<file path="src/rtl/mem_arb_pkg.sv">
// -----------------------------------------------------------------------------
// mem_arb_pkg
// Shared definitions for the memory port arbiter:
//   - arb_state_e : FSM state encoding (IDLE, BUSY, RESP)
//   - arb_src_e   : requester identifiers (SRC_IF, SRC_D)
//   - DEF_*       : default widths and limits used as parameter defaults
//   - pick_src()  : arbitration rule for the IDLE cycle
// -----------------------------------------------------------------------------
package mem_arb_pkg;

  typedef enum logic [1:0] {
    IDLE = 2'd0,
    BUSY = 2'd1,
    RESP = 2'd2
  } arb_state_e;

  typedef enum logic {
    SRC_IF = 1'b0,
    SRC_D  = 1'b1
  } arb_src_e;

  localparam int DEF_ADDR_W         = 32;
  localparam int DEF_DATA_W         = 32;
  localparam int DEF_MAX_D_BURST    = 4;
  localparam int DEF_TIMEOUT_CYCLES = 64;

  // Burst counter width: MAX_D_BURST is limited to 1..15.
  localparam int BURST_W = 4;

  // Data side has priority unless it has already taken its allowance of
  // back-to-back grants while fetch was waiting.
  function automatic arb_src_e pick_src(input logic if_req,
                                        input logic d_req,
                                        input logic burst_full);
    if (d_req && !(if_req && burst_full)) begin
      return SRC_D;
    end
    return SRC_IF;
  endfunction

endpackage

</file>
<file path="src/rtl/mem_arb_timer.sv">
// -----------------------------------------------------------------------------
// mem_arb_timer
// Counts cycles while enabled; flags expiry once the count reaches
// TIMEOUT_CYCLES-1. Used by mem_port_arbiter only when MEM_ARB_TIMEOUT_EN
// is defined.
// Ports:
//   clk     : clock, rising edge
//   rst_n   : asynchronous active-low reset
//   clr     : synchronous clear of the count (priority over en)
//   en      : count enable
//   expired : high while count == TIMEOUT_CYCLES-1
// -----------------------------------------------------------------------------
module mem_arb_timer
  import mem_arb_pkg::*;
#(
  parameter int TIMEOUT_CYCLES = DEF_TIMEOUT_CYCLES
) (
  input  logic clk,
  input  logic rst_n,
  input  logic clr,
  input  logic en,
  output logic expired
);

  localparam int CNT_W = (TIMEOUT_CYCLES > 1) ? $clog2(TIMEOUT_CYCLES) : 1;
  localparam logic [CNT_W-1:0] LAST = CNT_W'(TIMEOUT_CYCLES - 1);

  logic [CNT_W-1:0] cnt;

  always_ff @(posedge clk or negedge rst_n) begin
    if (!rst_n) begin
      cnt <= '0;
    end else if (clr) begin
      cnt <= '0;
    end else if (en && !expired) begin
      cnt <= cnt + 1'b1;
    end
  end

  assign expired = (cnt == LAST);

endmodule

</file>
<file path="src/rtl/mem_port_arbiter.sv">
// -----------------------------------------------------------------------------
// mem_port_arbiter
// Shares one memory port between instruction fetch (IF) and data access (D).
// One transaction at a time: IDLE (arbitrate + capture) -> BUSY (wait for
// mem_ready) -> RESP (one-cycle ack to the granted side) -> IDLE.
// Data has priority; after MAX_D_BURST consecutive D grants with fetch
// pending, fetch wins the next arbitration. All outputs are registered.
//
// Optional feature (macro MEM_ARB_TIMEOUT_EN): a BUSY watchdog aborts the
// transaction after TIMEOUT_CYCLES cycles without mem_ready; the ack is then
// issued together with err=1 and rdata is left untouched. Without the macro
// BUSY waits indefinitely and err stays 0.
//
// Ports:
//   clk, rst_n                  : clock (rising edge), async active-low reset
//   if_req/if_addr              : fetch request (level) and address
//   if_ack/if_rdata             : fetch completion pulse and read data
//   d_req/d_we/d_addr/d_wdata   : data request, store flag, address, data
//   d_ack/d_rdata               : data completion pulse and load data
//   mem_req/mem_we/mem_addr/
//   mem_wdata                   : memory request and attributes
//   mem_ready/mem_rdata         : memory completion and read data
//   err                         : timeout flag, coincides with aborted ack
//   busy                        : high whenever the FSM is not IDLE
// -----------------------------------------------------------------------------
module mem_port_arbiter
  import mem_arb_pkg::*;
#(
  parameter int ADDR_W         = DEF_ADDR_W,
  parameter int DATA_W         = DEF_DATA_W,
  parameter int MAX_D_BURST    = DEF_MAX_D_BURST,
  parameter int TIMEOUT_CYCLES = DEF_TIMEOUT_CYCLES
) (
  input  logic              clk,
  input  logic              rst_n,
  input  logic              if_req,
  input  logic [ADDR_W-1:0] if_addr,
  output logic              if_ack,
  output logic [DATA_W-1:0] if_rdata,
  input  logic              d_req,
  input  logic              d_we,
  input  logic [ADDR_W-1:0] d_addr,
  input  logic [DATA_W-1:0] d_wdata,
  output logic              d_ack,
  output logic [DATA_W-1:0] d_rdata,
  output logic              mem_req,
  output logic              mem_we,
  output logic [ADDR_W-1:0] mem_addr,
  output logic [DATA_W-1:0] mem_wdata,
  input  logic              mem_ready,
  input  logic [DATA_W-1:0] mem_rdata,
  output logic              err,
  output logic              busy
);

  localparam logic [BURST_W-1:0] BURST_MAX = BURST_W'(MAX_D_BURST);

  if (MAX_D_BURST < 1 || MAX_D_BURST > 15 || TIMEOUT_CYCLES < 1) begin : g_bad_cfg
    $error("mem_port_arbiter: MAX_D_BURST or TIMEOUT_CYCLES out of range");
  end

  arb_state_e         state, state_nxt;
  arb_src_e           src, src_nxt;
  logic [BURST_W-1:0] burst_cnt, burst_cnt_nxt;
  logic               burst_full;
  arb_src_e           grant_src;
  logic               timeout_hit;

  logic               mem_req_nxt, mem_we_nxt;
  logic [ADDR_W-1:0]  mem_addr_nxt;
  logic [DATA_W-1:0]  mem_wdata_nxt;
  logic               if_ack_nxt, d_ack_nxt, err_nxt;
  logic [DATA_W-1:0]  if_rdata_nxt, d_rdata_nxt;

  assign burst_full = (burst_cnt == BURST_MAX);
  assign grant_src  = pick_src(if_req, d_req, burst_full);

`ifdef MEM_ARB_TIMEOUT_EN
  logic timer_expired;

  // Count is held at zero outside BUSY so each transaction starts fresh.
  mem_arb_timer #(
    .TIMEOUT_CYCLES (TIMEOUT_CYCLES)
  ) u_timer (
    .clk     (clk),
    .rst_n   (rst_n),
    .clr     (state != BUSY),
    .en      (state == BUSY),
    .expired (timer_expired)
  );

  assign timeout_hit = timer_expired;
`else
  assign timeout_hit = 1'b0;
`endif

  // ---- state register ----
  always_ff @(posedge clk or negedge rst_n) begin
    if (!rst_n) begin
      state     <= IDLE;
      src       <= SRC_IF;
      burst_cnt <= '0;
    end else begin
      state     <= state_nxt;
      src       <= src_nxt;
      burst_cnt <= burst_cnt_nxt;
    end
  end

  // ---- next-state and next-output logic ----
  always_comb begin
    state_nxt     = state;
    src_nxt       = src;
    burst_cnt_nxt = burst_cnt;
    mem_req_nxt   = mem_req;
    mem_we_nxt    = mem_we;
    mem_addr_nxt  = mem_addr;
    mem_wdata_nxt = mem_wdata;
    if_ack_nxt    = 1'b0;
    d_ack_nxt     = 1'b0;
    err_nxt       = 1'b0;
    if_rdata_nxt  = if_rdata;
    d_rdata_nxt   = d_rdata;

    unique case (state)
      IDLE: begin
        if (if_req || d_req) begin
          state_nxt   = BUSY;
          mem_req_nxt = 1'b1;
          src_nxt     = grant_src;
          if (grant_src == SRC_D) begin
            mem_we_nxt    = d_we;
            mem_addr_nxt  = d_addr;
            mem_wdata_nxt = d_wdata;
            // A D grant with fetch waiting implies burst_cnt < MAX, so the
            // increment can never pass the saturation value.
            burst_cnt_nxt = if_req ? burst_cnt + 1'b1 : '0;
          end else begin
            mem_we_nxt    = 1'b0;
            mem_addr_nxt  = if_addr;
            burst_cnt_nxt = '0;
          end
        end
      end

      BUSY: begin
        // mem_ready in the expiry cycle still completes normally.
        if (mem_ready) begin
          state_nxt   = RESP;
          mem_req_nxt = 1'b0;
          if (src == SRC_IF) begin
            if_ack_nxt   = 1'b1;
            if_rdata_nxt = mem_rdata;
          end else begin
            d_ack_nxt = 1'b1;
            if (!mem_we) begin
              d_rdata_nxt = mem_rdata;
            end
          end
        end else if (timeout_hit) begin
          state_nxt   = RESP;
          mem_req_nxt = 1'b0;
          err_nxt     = 1'b1;
          if (src == SRC_IF) begin
            if_ack_nxt = 1'b1;
          end else begin
            d_ack_nxt = 1'b1;
          end
        end
      end

      RESP: begin
        state_nxt = IDLE;
      end

      default: begin
        state_nxt = IDLE;
      end
    endcase
  end

  // ---- registered outputs ----
  always_ff @(posedge clk or negedge rst_n) begin
    if (!rst_n) begin
      mem_req   <= 1'b0;
      mem_we    <= 1'b0;
      mem_addr  <= '0;
      mem_wdata <= '0;
      if_ack    <= 1'b0;
      d_ack     <= 1'b0;
      if_rdata  <= '0;
      d_rdata   <= '0;
      err       <= 1'b0;
      busy      <= 1'b0;
    end else begin
      mem_req   <= mem_req_nxt;
      mem_we    <= mem_we_nxt;
      mem_addr  <= mem_addr_nxt;
      mem_wdata <= mem_wdata_nxt;
      if_ack    <= if_ack_nxt;
      d_ack     <= d_ack_nxt;
      if_rdata  <= if_rdata_nxt;
      d_rdata   <= d_rdata_nxt;
      err       <= err_nxt;
      busy      <= (state_nxt != IDLE);
    end
  end

endmodule

</file>
<file path="config.mk">
export PLATFORM = sky130hd
export DESIGN_NAME = mem_port_arbiter
export DESIGN_NICKNAME = d
export VERILOG_FILES = /design/src/rtl/mem_arb_pkg.sv /design/src/rtl/mem_arb_timer.sv /design/src/rtl/mem_port_arbiter.sv
export SDC_FILE = /design/constraint.sdc
export NUM_CORES = 1
export LEC_CHECK = 0
export ABC_AREA = 1
export CAP_MARGIN = 20
export CORE_MARGIN = 1.5
export CORE_UTILIZATION = 38
export DETAILED_ROUTE_END_ITERATION = 12
export PLACE_DENSITY = 0.76
export SKIP_LAST_GASP = 1
export SYNTH_ARGS = -nofsm -noshare
export SYNTH_HDL_FRONTEND = slang
export SYNTH_HIERARCHICAL = 1
export SYNTH_SLANG_ARGS = --single-unit
</file>
<file path="constraint.sdc">
create_clock -name clk -period 1.45 [get_ports clk]
set_input_delay 0.2175 -clock clk [delete_from_list [all_inputs] [get_ports clk]]
set_output_delay 0.2175 -clock clk [all_outputs]
set_load 0.03 [all_outputs]
</file>
==> run_results.csv, run 1 <==
group,metric,value,unit
run_status,outcome,"finished, violations left",
run_status,violations,"setup timing",
synth,synth_most_common_cell,"nand2_1",
sta,period_needed,1.479,ns
critical_path,critPathLaunchType,"flip-flop",
place,gp_congestion,0.7630,
finish,multi_input_area,1954,sq um
grt,groute.usage.overall,19.80,%
synth,synth_seq_cells,140,
synth,synth_fp_nets,844,
floorplan,die-width,130.1,microns
critical_path,worstPathMaxFanout,11,
finish,fillers,1348,
critical_path,crit_type,"flip-flop to flip-flop",
sta,finalHoldViolations,0,
synth,synth_area_per_cell,8.668,sq um
synth,synthTopCellsByArea,"dfrtp_1 57%, nand2_1 11%, inv_1 8.4%, o21ai_0 5.9%, nand3_1 5.4%",
synth,yosys-top-cells-count,"182 x nand2_1, 140 x dfrtp_1, 138 x inv_1",
synth,synthCells,708,
synth,yosys_warnings,6,
critical_path,arrival,1.82,ns
finish,finish.utilization,62.29,%
drt,drc,0,
critical_path,path_cells,"inv_1 > ha_2 > inv_2 > nor2_4 > nand2_4 > nand3_4 > clkbuf_16 > nand2_2 > o21ai_2",
sta,rsz0062_at_grt,"true",
grt,grt_pass1_wl,26010,microns
drt,num_vias,5449,
floorplan,initial_core_util,38.77,%
drt,first_pass_iters,4,
run,maxCapViolations,0,
hold_path,hold_class,"primary input to asynchronous set/reset pin",
finish,antennaDiodeCount,0,
floorplan,dieArea,16920,sq um
sta,hold_ws,0.2546,ns
finish,fin_nets,1128,
synth,synth_area_leader_cell,"dfrtp_1",
clock_tree,clk_latency,0.42,ns
grt,grt_start_max_net_pins,66,
finish,final_cells,1221,
grt,grt_overflow,0,
synth,synth_ff_type,"dfrtp_1",
finish,regArea,3503,sq um
drt,antenna_left,0,
clock_tree,numCtsBuffers,17,
synth,syn_area,6137,sq um
floorplan,fp.dieH,130.1,microns
power,fin_total_pwr,21.66,mW
floorplan,core_area,15830,sq um
sta,slew_viol_final,0,
finish,final_layout_size_suffix_gt1_share,13.73,%
critical_path,cp_slowest_stage_delay,0.37,ns
power,peakVddDrop,880.7,uV
floorplan,rows,46,
grt,antenna_found_initial,0,
clock_tree,cts_tree,"built",
grt,first_global_vias,5261,
place,place_hpwl,11800,microns
power,p_leak,5.250,nW
drt,first_iter_violations,328,
critical_path,cp_slowest_cell,"dfrtp_1",
synth,yosys.area.top_type_share,57.08,%
place,io_buffers,266,
floorplan,ios,268,
clock_tree,h-tree-depth,4,
clock_tree,path_clk_slew,0.06,ns
critical_path,cp.required,1.79,ns
drt,wl_per_cell,13.88,microns
clock_tree,clockBufferDepth,2,
drt,vias_per_cell,4.463,
finish,design_area,9859,sq um
clock_tree,cts-root-buf,"clkbuf_16",
sta,setup_ws,-0.02891,ns
finish,area.growth.synth_to_final,60.65,%
place,placed_area,9191,sq um
sta,period_share,102.0,%
clock_tree,cts_sinks,140,
sta,fin_skew,0.01042,ns
synth,synth-edff-count,0,
synth,async_flop_share,100.0,%
sta,max_freq,676.2,MHz
power,powerDensity,2197,nW/um^2
critical_path,critPathCaptureType,"flip-flop",
synth,yosys.cell_types.count,23,
synth,yosysSeqAreaShare,57.08,%
place,placed_cells,1182,
sta,setup_viol,17,
drt,drt_wl_total,16950,microns
-- through the flow --
stage | setup slack [ns] | TNS [ns]
after floorplan | 0.02566 | 0
after global placement | -0.04022 | -1.880
after detailed placement | -0.07938 | -4.749
after CTS | -0.03175 | -0.1824
after global routing | -0.1145 | -3.967
final | -0.02891 | -0.2284
-- worst paths after layout --
| path | slack [ns] | depth (start not counted) | from | to |
|---|---|---|---|---|
| max in group asynchronous | 0.65 | 3 | rst_n | d_rdata[24] |
| setup / recovery | -0.03 | 9 | burst_cnt[0] | mem_wdata[5] |
| hold / removal | 0.25 | 2 | rst_n | d_rdata[13] |
| hold reg to reg | 0.47 | 2 | if_rdata[8] | if_rdata[8] |
| setup reg to reg | -0.03 | 9 | burst_cnt[0] | mem_wdata[5] |
| min in group clk | 0.35 | 3 | d_wdata[9] | mem_wdata[9] |
-- sequential cells by signal, indices dropped and copies added, names as in the netlist --
signal,flops
d_rdata,32
if_rdata,32
mem_addr,32
mem_wdata,32
burst_cnt,4
state,2
busy,1
d_ack,1
if_ack,1
mem_req,1
mem_we,1
src,1
-- worst max-delay path, delay by kind of cell (launching register included) --
family | cells | cell delay (ns)
and+or+nand+nor | 4 | 0.45
DFF | 1 | 0.37
buffers and inverters | 3 | 0.34
adders and majority gates | 1 | 0.19
AOI/OAI and AO/OA | 1 | 0.05
-- where the power goes --
| group | internal (mW) | total (mW) | switching [mW] |
|---|---|---|---|
| clock | 2.94 | 4.65 | 1.71 |
| combinational | 3.63 | 10.3 | 6.70 |
| sequential | 5.71 | 6.67 | 0.963 |
-- area by class of cell --
| cell class | count | area share (%) |
|---|---|---|
| inverters | 140 | 5.330 |
| well taps | 216 | 2.741 |
| repair buffers | 302 | 30.16 |
| flip-flops and latches | 140 | 35.53 |
| multi-input cells | 391 | 19.82 |
| clock inverters | 12 | 1.878 |
| clock buffers | 20 | 4.530 |
-- cells by family (layout without fill, tap and decap cells) --
family | Yosys count | after routing | share of synthesized area [%]
AOI/OAI and AO/OA | 104 | 104 | 10.13
xor gates and xnor gates | 1 | 1 | 0.1427
adders and majority gates | 2 | 2 | 0.4077
buffers and inverters | 178 | 474 | 12.27
DFF | 140 | 140 | 57.08
other | 1 | 1 | 0.06110
and+or+nand+nor | 282 | 283 | 19.90
-- metal layers --
metal | up-vias | wire, microns | track usage [%]
met1 | 2513 | 6834 | 24.36
li1 | 2730 | - | -
met4 | 0 | 484 | 8.627
met5 | - | 0 | 0
met3 | 33 | 1031 | 4.838
met2 | 173 | 8597 | 33.16
-- cell usage in the layout (no fill, tap or decap), types with 5 or more instances in the layout --
cell type,n
clkbuf_2,6
inv_1,137
buf_4,19
o21ai_0,71
buf_12,9
dlygate4sd2_1,104
nand2_4,5
clkdlybuf4s50_1,132
o21ai_2,30
clkbuf_16,21
nand2_2,23
nand2_1,178
dfrtp_1,140
nand3_1,66
clkdlybuf4s15_1,23
-- repair_timing --
item,CTS,global route
endpoints found under the setup margin,156,95
hold endpoints to repair,31,0
hold buffers,1,0
pin swaps,0,3
resized for setup,137,51
buffers inserted,0,1
cloned,0,5
No activity file was read; power rests on OpenSTA's default activity.
==> run 2, diff against run 1 <==
--- a/config.mk
+++ b/config.mk
@@ -10,6 +10,7 @@
 export CORE_MARGIN = 1.5
 export CORE_UTILIZATION = 38
 export DETAILED_ROUTE_END_ITERATION = 12
+export MAX_ROUTING_LAYER = met4
 export PLACE_DENSITY = 0.76
 export SKIP_LAST_GASP = 1
 export SYNTH_ARGS = -nofsm -noshare
==> run 2 against run 1 <==
Effect of this change:
- highest routed layer unchanged
- setup slack better by 0.015 ns
- the flow still finishes with violations (setup timing)
- routed wire length down 0.18%
- total power up 0.13%
- non-clock buffer count unchanged
- global-route usage up 0.65 points
- hold slack better by 0.0015 ns
- critical path type unchanged
- clock power about the same
==> run_results.csv, run 2 (synthesized netlist as in run 1, its figures left out) <==
group,metric,value,unit
sta,rsz0062_at_grt,"true",
finish,area.growth.synth_to_final,60.94,%
grt,grt_start_max_net_pins,66,
sta,setup_viol,9,
power,p_leak,5.251,nW
sta,slew_viol_final,0,
critical_path,path_cells,"inv_1 > ha_2 > inv_2 > nor2_4 > nand2_4 > nand3_4 > clkbuf_16 > nand2_2 > o21ai_2",
finish,regArea,3503,sq um
grt,grt_overflow,0,
place,io_buffers,266,
floorplan,fp.dieH,130.1,microns
place,place_hpwl,11800,microns
critical_path,arrival,1.81,ns
clock_tree,cts-root-buf,"clkbuf_16",
clock_tree,h-tree-depth,4,
critical_path,critPathCaptureType,"flip-flop",
place,dpl_worst_slack,-0.07938,ns
critical_path,critPathLaunchType,"flip-flop",
drt,first_pass_iters,5,
critical_path,crit_type,"flip-flop to flip-flop",
sta,max_freq,683.3,MHz
clock_tree,clockBufferDepth,2,
critical_path,worstPathMaxFanout,11,
finish,multi_input_area,1958,sq um
finish,antennaDiodeCount,0,
grt,first_global_vias,5257,
sta,finalHoldViolations,0,
place,placed_area,9191,sq um
drt,drc,0,
clock_tree,clk_latency,0.42,ns
finish,fillers,1347,
clock_tree,numCtsBuffers,17,
clock_tree,cts_sinks,140,
sta,period_share,100.9,%
clock_tree,path_clk_slew,0.06,ns
floorplan,ios,268,
critical_path,cp.required,1.79,ns
place,placed_cells,1182,
sta,fin_skew,0.01005,ns
run_status,violations,"setup timing",
finish,final_layout_size_suffix_gt1_share,13.73,%
grt,antenna_found_initial,0,
hold_path,hold_class,"primary input to asynchronous set/reset pin",
finish,design_area,9877,sq um
grt,grt_pass1_wl,26040,microns
finish,final_cell_mix,"176 x nand2_1, 140 x dfrtp_1, 137 x inv_1",
finish,final_cells,1221,
floorplan,initial_core_util,38.77,%
drt,wl_per_cell,13.86,microns
finish,finish.utilization,62.40,%
floorplan,die-width,130.1,microns
critical_path,cp_slowest_cell,"dfrtp_1",
run,maxCapViolations,0,
drt,first_iter_violations,313,
floorplan,core_area,15830,sq um
critical_path,cp_slowest_stage_delay,0.37,ns
drt,num_vias,5438,
sta,hold_ws,0.2561,ns
floorplan,dieArea,16920,sq um
power,peakVddDrop,884.9,uV
finish,final_common_cell,"nand2_1",
drt,vias_per_cell,4.454,
place,gp_congestion,0.7731,
drt,drt_wl_total,16920,microns
sta,setup_ws,-0.01342,ns
drt,antenna_left,0,
floorplan,rows,46,
run_status,outcome,"finished, violations left",
grt,groute.usage.overall,20.45,%
finish,fin_nets,1128,
clock_tree,cts_tree,"built",
power,powerDensity,2196,nW/um^2
sta,period_needed,1.463,ns
-- run 2: cell types whose count changed in the layout (fill, tap and decap cells not counted) --
cell             change
o21ai_0              -2
nand2_2              +3
o21ai_2              +1
clkdlybuf4s15_1      +2
nand2_1              -2
o21ai_1              +1
dlygate4sd2_1        +1
clkbuf_2             -3
nand2_4              -1
-- run 2: worst max-delay path: cells and delay by family (launching register included) --
| kind | cells | cell delay [ns] |
|---|---|---|
| AND/OR/NAND/NOR | 4 | 0.45 |
| adder cells (fa/ha/maj) | 1 | 0.19 |
| AO/OA/AOI/OAI | 1 | 0.05 |
| buffers and inverters | 3 | 0.32 |
| flip-flops | 1 | 0.37 |
-- run 2: path summary, 6_finish.rpt --
kind | start | endpoint | slack (ns) | cells after the start
setup / recovery | burst_cnt[0] | mem_wdata[5] | -0.01 | 9
hold / removal | rst_n | d_rdata[13] | 0.26 | 2
setup reg to reg | burst_cnt[0] | mem_wdata[5] | -0.01 | 9
hold reg to reg | mem_addr[7] | mem_addr[7] | 0.47 | 2
max in group asynchronous | rst_n | d_rdata[24] | 0.65 | 3
min in group clk | d_wdata[9] | mem_wdata[9] | 0.35 | 3
-- run 2: layout make-up --
type	count	area share, %
multi-input combinational	391	19.83
clock buffer	20	4.522
clock inverter	12	1.875
inverter	140	5.320
tap	216	2.736
sequential	140	35.47
timing repair buffer	302	30.25
-- run 2: report_power, final --
part,leakage [nW],switching (mW),total (mW),internal (mW)
Sequential,1.75,0.962,6.67,5.71
Combinational,3.21,6.71,10.4,3.66
Clock,0.294,1.71,4.65,2.94
-- run 2: layer usage --
metal	global-route usage (%)	vias up	wire (microns)
li1	-	2732	-
met1	24.89	2500	6881
met2	33.00	173	8556
met3	4.346	33	1013
met4	8.693	0	466
met5	-	-	0
-- run 2: per-stage QoR --
stage,setup TNS [ns],power [mW]
after floorplan,0,12.94
after global placement,-1.880,17.76
after detailed placement,-4.749,17.97
after CTS,-0.1824,21.44
after global routing,-4.065,22.98
final,-0.04240,21.69
-- run 2: timing repair --
action,4_1_cts,5_1_grt
resized for setup,137,51
hold endpoints to repair,31,0
setup buffers,0,1
pin swaps,0,3
hold buffers,1,0
cloned,0,5
setup endpoints to repair,156,94
